==> src/rtl/i2c_cmd_sequencer_if.sv <==
// Host command/response and I2C master-side signals of the command sequencer.
// The sequencer takes the slave side; the host/master model takes the master side.
interface i2c_cmd_sequencer_if #(
  parameter int LW = 3
);
  logic          cmd_valid;
  logic          cmd_ready;
  logic [6:0]    cmd_addr;
  logic [7:0]    cmd_data;
  logic          cmd_rd_wr;
  logic          rsp_valid;
  logic          rsp_ready;
  logic [7:0]    rsp_data;
  logic          rsp_err;
  logic [6:0]    m_addr;
  logic [7:0]    m_data;
  logic          m_rd_wr;
  logic          m_enable;
  logic          m_ready;
  logic [7:0]    m_data_out;
  logic          busy;
  logic [LW-1:0] level;

  modport slave (
    input  cmd_valid, cmd_addr, cmd_data, cmd_rd_wr,
    input  rsp_ready, m_ready, m_data_out,
    output cmd_ready, rsp_valid, rsp_data, rsp_err,
    output m_addr, m_data, m_rd_wr, m_enable,
    output busy, level
  );

  modport master (
    output cmd_valid, cmd_addr, cmd_data, cmd_rd_wr,
    output rsp_ready, m_ready, m_data_out,
    input  cmd_ready, rsp_valid, rsp_data, rsp_err,
    input  m_addr, m_data, m_rd_wr, m_enable,
    input  busy, level
  );
endinterface

==> src/rtl/i2c_cmd_sequencer.sv <==
// Buffers host I2C commands, issues them one at a time to the I2C master
// and returns one response (read data or timeout error) per command.
module i2c_cmd_sequencer #(
  parameter int DEPTH   = 4,
  parameter int TIMEOUT = 4096
) (
  input logic clk,
  input logic rst,
  i2c_cmd_sequencer_if.slave bus
);
  localparam int AW = $clog2(DEPTH);
  localparam int LW = AW + 1;
  localparam int TW = $clog2(TIMEOUT);

  typedef enum logic [1:0] {
    IDLE,
    ISSUE,
    WAIT_DONE
  } state_t;

  state_t state;
  state_t state_n;

  logic [15:0]   mem [DEPTH];
  logic [AW-1:0] wr_ptr;
  logic [AW-1:0] rd_ptr;
  logic [LW-1:0] cnt;
  logic          sync1;
  logic          sync2;
  logic [TW-1:0] timer;
  logic [6:0]    m_addr;
  logic [7:0]    m_data;
  logic          m_rd_wr;
  logic          m_enable;
  logic          rsp_valid;
  logic          rsp_err;
  logic [7:0]    rsp_data;

  logic full;
  logic empty;
  logic push;
  logic pop;
  logic tmax;
  logic accept;
  logic done_ok;
  logic abort;

  assign full  = cnt == LW'(DEPTH);
  assign empty = cnt == '0;
  assign push  = bus.cmd_valid && !full;
  // A pending response blocks issue so rsp_valid can never be re-set.
  assign pop   = state == IDLE && !empty && !rsp_valid;
  assign tmax  = timer == TW'(TIMEOUT - 1);

  always_ff @(posedge clk) begin
    if (rst) state <= IDLE;
    else     state <= state_n;
  end

  always_comb begin
    state_n = state;
    unique case (state)
      IDLE:      if (pop) state_n = ISSUE;
      ISSUE:     if (!sync2) state_n = WAIT_DONE;
                 else if (tmax) state_n = IDLE;
      WAIT_DONE: if (sync2 || tmax) state_n = IDLE;
      default:   state_n = IDLE;
    endcase
  end

  always_comb begin
    accept  = 1'b0;
    done_ok = 1'b0;
    abort   = 1'b0;
    unique case (state)
      ISSUE: begin
        accept = !sync2;
        abort  = sync2 && tmax;
      end
      WAIT_DONE: begin
        done_ok = sync2;
        abort   = !sync2 && tmax;
      end
      default: ;
    endcase
  end

  always_ff @(posedge clk) begin
    if (push) mem[wr_ptr] <= {bus.cmd_rd_wr, bus.cmd_addr, bus.cmd_data};
  end

  always_ff @(posedge clk) begin
    if (rst) begin
      wr_ptr    <= '0;
      rd_ptr    <= '0;
      cnt       <= '0;
      sync1     <= 1'b1;
      sync2     <= 1'b1;
      timer     <= '0;
      m_addr    <= '0;
      m_data    <= '0;
      m_rd_wr   <= 1'b0;
      m_enable  <= 1'b0;
      rsp_valid <= 1'b0;
      rsp_err   <= 1'b0;
      rsp_data  <= '0;
    end else begin
      sync1 <= bus.m_ready;
      sync2 <= sync1;
      if (push) wr_ptr <= wr_ptr + 1'b1;
      if (pop)  rd_ptr <= rd_ptr + 1'b1;
      cnt <= cnt + LW'(push) - LW'(pop);
      if (pop) begin
        {m_rd_wr, m_addr, m_data} <= mem[rd_ptr];
        m_enable <= 1'b1;
      end else if (accept || abort) begin
        m_enable <= 1'b0;
      end
      if (pop || accept) timer <= '0;
      else if (state != IDLE && !done_ok && !abort) timer <= timer + 1'b1;
      if (done_ok || abort) begin
        rsp_valid <= 1'b1;
        rsp_err   <= abort;
        rsp_data  <= (done_ok && m_rd_wr) ? bus.m_data_out : 8'h00;
      end else if (rsp_valid && bus.rsp_ready) begin
        rsp_valid <= 1'b0;
      end
    end
  end

  assign bus.cmd_ready = !full;
  assign bus.rsp_valid = rsp_valid;
  assign bus.rsp_err   = rsp_err;
  assign bus.rsp_data  = rsp_data;
  assign bus.m_addr    = m_addr;
  assign bus.m_data    = m_data;
  assign bus.m_rd_wr   = m_rd_wr;
  assign bus.m_enable  = m_enable;
  assign bus.busy      = state != IDLE;
  assign bus.level     = cnt;
endmodule

==> src/flat_wrapper.sv <==
// flat-port wrapper written by rule: the top's interface ports become plain ports
module i2c_cmd_sequencer_flat 
#(
  parameter int DEPTH   = 4,
  parameter int TIMEOUT = 4096
)
  (clk, rst, bus_cmd_valid, bus_cmd_addr, bus_cmd_data, bus_cmd_rd_wr, bus_rsp_ready, bus_m_ready, bus_m_data_out, bus_cmd_ready, bus_rsp_valid, bus_rsp_data, bus_rsp_err, bus_m_addr, bus_m_data, bus_m_rd_wr, bus_m_enable, bus_busy, bus_level);
  i2c_cmd_sequencer_if #(.LW(3)) bus_i ();
  input logic clk;
  input logic rst;
  input wire logic [$bits(bus_i.cmd_valid)-1:0] bus_cmd_valid;
  input wire logic [$bits(bus_i.cmd_addr)-1:0] bus_cmd_addr;
  input wire logic [$bits(bus_i.cmd_data)-1:0] bus_cmd_data;
  input wire logic [$bits(bus_i.cmd_rd_wr)-1:0] bus_cmd_rd_wr;
  input wire logic [$bits(bus_i.rsp_ready)-1:0] bus_rsp_ready;
  input wire logic [$bits(bus_i.m_ready)-1:0] bus_m_ready;
  input wire logic [$bits(bus_i.m_data_out)-1:0] bus_m_data_out;
  output wire logic [$bits(bus_i.cmd_ready)-1:0] bus_cmd_ready;
  output wire logic [$bits(bus_i.rsp_valid)-1:0] bus_rsp_valid;
  output wire logic [$bits(bus_i.rsp_data)-1:0] bus_rsp_data;
  output wire logic [$bits(bus_i.rsp_err)-1:0] bus_rsp_err;
  output wire logic [$bits(bus_i.m_addr)-1:0] bus_m_addr;
  output wire logic [$bits(bus_i.m_data)-1:0] bus_m_data;
  output wire logic [$bits(bus_i.m_rd_wr)-1:0] bus_m_rd_wr;
  output wire logic [$bits(bus_i.m_enable)-1:0] bus_m_enable;
  output wire logic [$bits(bus_i.busy)-1:0] bus_busy;
  output wire logic [$bits(bus_i.level)-1:0] bus_level;
  assign bus_i.cmd_valid = bus_cmd_valid;
  assign bus_i.cmd_addr = bus_cmd_addr;
  assign bus_i.cmd_data = bus_cmd_data;
  assign bus_i.cmd_rd_wr = bus_cmd_rd_wr;
  assign bus_i.rsp_ready = bus_rsp_ready;
  assign bus_i.m_ready = bus_m_ready;
  assign bus_i.m_data_out = bus_m_data_out;
  assign bus_cmd_ready = bus_i.cmd_ready;
  assign bus_rsp_valid = bus_i.rsp_valid;
  assign bus_rsp_data = bus_i.rsp_data;
  assign bus_rsp_err = bus_i.rsp_err;
  assign bus_m_addr = bus_i.m_addr;
  assign bus_m_data = bus_i.m_data;
  assign bus_m_rd_wr = bus_i.m_rd_wr;
  assign bus_m_enable = bus_i.m_enable;
  assign bus_busy = bus_i.busy;
  assign bus_level = bus_i.level;
  i2c_cmd_sequencer #(.DEPTH(DEPTH), .TIMEOUT(TIMEOUT)) u_core (.clk(clk), .rst(rst), .bus(bus_i));
endmodule
==> config.mk <==
export PLATFORM = sky130hd
export DESIGN_NAME = i2c_cmd_sequencer_flat
export DESIGN_NICKNAME = d
export VERILOG_FILES = /design/src/rtl/i2c_cmd_sequencer_if.sv /design/src/rtl/i2c_cmd_sequencer.sv /design/src/flat_wrapper.sv
export SDC_FILE = /design/constraint.sdc
export NUM_CORES = 1
export LEC_CHECK = 0
export ABC_AREA = 1
export BUFFER_PORTS_ARGS = -buffer_cell sky130_fd_sc_hd__buf_2
export CAP_MARGIN = 20
export CELL_PAD_IN_SITES_DETAIL_PLACEMENT = 0
export CELL_PAD_IN_SITES_GLOBAL_PLACEMENT = 1
export CORE_ASPECT_RATIO = 1.5
export CORE_UTILIZATION = 46
export CTS_BUF_LIST = sky130_fd_sc_hd__clkbuf_8
export DETAILED_ROUTE_END_ITERATION = 6
export PLACE_DENSITY_LB_ADDON = 0.05
export SYNTH_ARGS = -nofsm -noshare
export SYNTH_HDL_FRONTEND = slang
export SYNTH_SLANG_ARGS = --single-unit
==> constraint.sdc <==
create_clock -name clk -period 3.21 [get_ports clk]
set_input_delay 0.4815 -clock clk [delete_from_list [all_inputs] [get_ports clk]]
set_output_delay 0.4815 -clock clk [all_outputs]
set_load 0.02 [all_outputs]
[Yosys cells after proc, flatten, opt, wreduce, memory -nomap -nowiden]
Memory sizes are Yosys's and may differ from the RTL's. A register that Yosys moved wholly into a read port is not among the register bits.
Index checks and enable logic that the tools add are counted.
Operators by class
  reduce and logical (&&, ||, !) cells: 26
  mux-type cells: 15
  eq/ne operators: 7
  $add $sub $neg: 5
Operator list (count)
  adder 12 x 1 -> 12 bit, second input constant: 1
  == test 12 bit, second input constant: 1
  logical AND 1 bit: 9
  two-way mux 1 bit: 8
  two-way mux 2 bit: 4
  two-way mux 8 bit: 1
  zero test 1 bit: 6
  one-hot mux 2 bit (3 select lines): 1
  nonzero test 2 bit: 3
  adder 2 x 1 -> 2 bit, second input constant: 2
  logical OR 1 bit: 4
  inequality test 2 x 1 -> 1 bit, second input constant: 2
  adder 3 x 1 -> 3 bit: 1
  == test 3 bit, second input constant: 1
  zero test 3 bit: 1
  inequality test 3 bit, second input constant: 1
  AND reduction 3 bit: 1
  subtractor 3 x 1 -> 3 bit: 1
  == test 2 x 1 -> 1 bit, second input constant: 1
  == test 2 bit, second input constant: 1
  zero test 2 bit: 1
  one-hot mux 1 bit (2 select lines): 1
  OR reduction 2 bit: 1
Storage, ports and cells
  register bits: 34
  memories: 1
  bits in writable memories: 64
  bits of input ports: 29
Memories
  u_core.mem: depth 4, bits a word 16, read ports 1, clocked after memory_dff 1, write ports 1, line i2c_cmd_sequencer.sv:24  | logic [15:0] mem [DEPTH];

[Logic depth before layout (Yosys ltp)]
  word-level depth: 6
  gate-level depth with buffers: 13
  mapped depth without buffers: 12

[Worst setup path before layout]
Ideal clock, no wire load.
  path type: register to register
  from: register u_core.state[0]
  to: register u_core.cnt[2] (netlist: u_core.bus.level[2])
  cell stages (with the launch flop): 14
  period minus slack after synthesis: 2378 ps
  path slack: 832 ps
  required time: 3081 ps
  data arrival time: 2249 ps
  cells stage by stage: dfxtp_1 -> inv_1 -> ha_1 -> inv_2 -> nor2_1 -> o21ai_1 -> inv_2 -> buf_2 -> ha_1 -> inv_1 -> ha_1 -> fa_1 -> xor2_1 -> nor2_1
On the way
  word-level cells in the longest chain between the ends: 4
Ends and longest elaborated chain
  start: declaration: line i2c_cmd_sequencer.sv:21  | state_t state;
  start signal: assignment: line i2c_cmd_sequencer.sv:57  | else state <= state_n;
  zero test 2 bit: line i2c_cmd_sequencer.sv:52  | assign pop = state == IDLE && !empty && !rsp_valid;
  logical AND 1 bit (2 in a row): line i2c_cmd_sequencer.sv:52
  named net u_core.pop: line i2c_cmd_sequencer.sv:42  | logic pop;
  subtractor 3 x 1 -> 3 bit: line i2c_cmd_sequencer.sv:112  | cnt <= cnt + LW'(push) - LW'(pop);
  end signal: assignment: line i2c_cmd_sequencer.sv:112
  end: declaration: line i2c_cmd_sequencer.sv:27  | logic [LW-1:0] cnt;
The timed path passes the listed nets, and every way through them passes these cells.
A chain may end at the register's enable or synchronous reset.

[Worst setup path after layout]
  from: register u_core.state[0]
  to: register u_core.cnt[2] (netlist: u_core.bus.level[2])
On the way
  word-level cells in the longest chain between the ends: 4
Ends and longest elaborated chain (line)
  zero test 2 bit: i2c_cmd_sequencer.sv:52
  logical AND 1 bit (2 in a row): i2c_cmd_sequencer.sv:52
  subtractor 3 x 1 -> 3 bit: i2c_cmd_sequencer.sv:112
Every way passes these cells.

==> flow_metrics.tcl <==
set metrics [dict create \
    outcome "complete, but fails checks" \
    violations "DRC" \
    worstPathRequired_ns 3.52 \
    period_share_pct 75.5 \
    end_kind "flip-flop" \
    gp_routability_congestion 0.800 \
    yosysTopAreaCell "edfxtp_1" \
    cpMostUsedCell "ha_1" \
    fin_skew_ns 0.0114 \
    hold_start "bus_m_ready" \
    reg2reg_slack_ns 0.79 \
    ys_seq_area_share_pct 62.6 \
    drt_wl_total_um 9500 \
    layout-drive-gt1-share_pct 19.2 \
    vdd_drop_max_mv 0.446 \
    grt_overflow_total 0 \
    path_delay_family "adder cells" \
    cts_tree "done" \
    critPathArrivalTime_ns 2.73 \
    wl_per_cell_um 14.2 \
    fmax_ghz 0.412 \
    antenna_found_initial 0 \
    fp-row-count 44 \
    drt_iter0_drc 138 \
    netlist_top_cells_count "98 x nor2_1, 64 x edfxtp_1, 52 x nand2_1" \
    ys.warnings.count 0 \
    final_hold_viol_count 0 \
    power.leakage_nw 2.15 \
    ant_nets 0 \
    maxSlewViolCount 0 \
    slowest_stage "fa_1" \
    hold-path-endpoint "u_core.sync1" \
    grt_pass1_vias 3311 \
    r2r_start "u_core.state[0]" \
    cts.path.max_buffers 2 \
    nNetsFinal 582 \
    drc_errors 14 \
    worstSkewPairLatency_ns 0.42 \
    numCtsBuffers 17 \
    syn_nets 515 \
    synth_cell_types 26 \
    numPortBuffers 60 \
    period_needed_ns 2.42 \
    hold_depth 2 \
    antenna_cells 0 \
    dieArea_um2 10600 \
    cts_resized 0 \
    maxCapViolations 0 \
    hold_class "input pin to flip-flop" \
    core-area_um2 9740 \
    path_cells "inv_1 > ha_1 > inv_2 > nor2_1 > o21ai_1 > inv_2 > ha_1 > inv_1 > ha_1 > fa_1 > xor2_1 > nor2_1" \
    synth_edf_count 64 \
    fill_cells 895 \
    post_cts_buffers 0 \
    die_h_um 125 \
    synthCells 473 \
    crit_fanout 19 \
    rsz0062_at_grt "false" \
    h-tree-depth 4 \
    place_hpwl_um 6330 \
    synth.most_common_cell "nor2_1" \
    finalSetupViolations 0 \
    vias 3453 \
    yosysTopAreaCellShare_pct 41.2 \
    synth-main-ff-cell "edfxtp_1" \
    utilization_pct 56.1 \
    tns_ns 0 \
    r2r_cells 12 \
    drtPass1Iterations 6 \
    yosys-top-cells-area "edfxtp_1 41%, dfxtp_1 21%, nor2_1 7.9%" \
    async_flop_share_pct 0 \
    start_util_pct 47.9 \
    synth_area_um2 4670 \
    cp-startpoint "u_core.state[0]" \
    relSlewSlack_pct 42.3 \
    crit_type "flip-flop to flip-flop" \
    avgViaCountPerCell 5.17 \
    p_per_area_nw_per_um2 896 \
    clock_sinks 114 \
    holdBufCountCts 0 \
    path_buf_inv 4 \
    grt_start_max_net_pins 34 \
    cp-start-kind "flip-flop" \
    syn_avg_cell_area_um2 9.87 \
    chipWidth_um 84.2 \
    ys_ff_latch 114 \
    area_growth_pct 17.2 \
    cts_root_buffer "clkbuf_8" \
    grt.total_usage_pct 19.4 \
    total_power_mw 4.90 \
    slowest_delay_ns 0.37 \
    worst_slew_pin_slew_ns 0.863 \
    ioPinCount 61 \
    regToRegEndpoint "u_core.bus.level[2]" \
    grt_pass1_wl_um 15600 \
    clk_pin_slew_worst_paths_ns 0.07 \
]
[cells in the final DEF (no fill, tap or decap), drive strengths merged]
master,netlist,final
nor2,99,99
buf,8,67
edfxtp,64,64
o21ai,55,55
nand2,52,52
dfxtp,50,50
inv,40,42
nand3,24,24
a21oi,21,21
clkbuf,11,17
o22ai,16,16
nand4,12,12
ha,12,12
clkinv,1,7
xor2,4,4
clkinvlp,0,4
bufinv,0,3
or2,2,2
nor3,1,1
fa,1,1
[stage by stage]
| step | cells | setup slack (ns) | hold slack, ns | instance area [µm²] |
|---|---|---|---|---|
| finish | 668 | 0.785 | 0.243 | 5470 |
| detailed placement | 636 | 0.781 | 0.428 | 5070 |
| global placement | 636 | 0.842 | 0.437 | 5070 |
| floorplan | 473 | 0.832 | 0.389 | 4670 |
| global route | 668 | 0.576 | 0.225 | 5470 |
| CTS | 668 | 0.766 | 0.217 | 5470 |
[metal layers]
metal | global-route usage, % | routed length (µm) | up-vias
met5 | 0 | 0 | -
met4 | 7.30 | 114 | 0
met3 | 5.35 | 385 | 12
met2 | 35.7 | 5150 | 80
met1 | 20.9 | 3850 | 1616
li1 | - | - | 1745
[where the power goes]
part	switching (mW)	total, mW	internal (mW)
sequential	0.173	1.98	1.81
clock	0.576	1.33	0.758
combinational	1.08	1.58	0.508
[how the worst max path moves through the flow]
| stage | endpoint | slack (ns) | cells after the start |
|---|---|---|---|
| 2_1_floorplan | u_core.bus.level[2] | 0.83 | 13 |
| 3_3_place_gp | u_core.timer[0] | 0.84 | 9 |
| 3_5_place_dp | u_core.bus.level[2] | 0.78 | 12 |
| 4_1_cts | u_core.bus.level[2] | 0.77 | 12 |
| 5_1_grt | u_core.bus.level[2] | 0.58 | 12 |
| 6_report | u_core.bus.level[2] | 0.79 | 12 |
[kinds of logic (layout without fill, tap and decap cells)]
kind of cell	Yosys count	count (layout)	synth area share, %
DFF	114	114	62.6
xor gates and xnor gates	4	4	0.751
adders and majority gates	13	13	3.65
AOI/OAI and AO/OA	92	92	10.4
and+or+nand+nor	190	190	17.3
buffers and inverters	60	140	5.31
[state kept, by name, indices dropped and copies added (netlist names)]
signal / count
u_core.mem: 64
u_core.timer: 12
u_core.bus.m_data: 8
u_core.bus.rsp_data: 8
u_core.bus.m_addr: 7
u_core.bus.level: 3
u_core.rd_ptr: 2
u_core.state: 2
u_core.wr_ptr: 2
u_core.bus.m_enable: 1
u_core.bus.m_rd_wr: 1
u_core.bus.rsp_err: 1
u_core.bus.rsp_valid: 1
u_core.sync1: 1
u_core.sync2: 1
[worst reg2reg max path: stages, from the launching register on]
cell and delay [ns]:
dfxtp_1 0.33, inv_1 0.09, ha_1 0.25, inv_2 0.18
nor2_1 0.06, o21ai_1 0.12, inv_2 0.17, ha_1 0.31
inv_1 0.04, ha_1 0.18, fa_1 0.37, xor2_1 0.18
nor2_1 0.05
[final cells by class]
class / instances / area, µm² / share of cell area [%]
Clock buffer: 17 / 234 / 4.28
Timing Repair Buffer: 67 / 353 / 6.45
Sequential cell: 114 / 2920 / 53.4
Multi-Input combinational cell: 299 / 1500 / 27.4
Inverter: 41 / 154 / 2.81
Tap cell: 115 / 144 / 2.63
Clock inverter: 15 / 166 / 3.04
(Power assumes the default switching activity.)
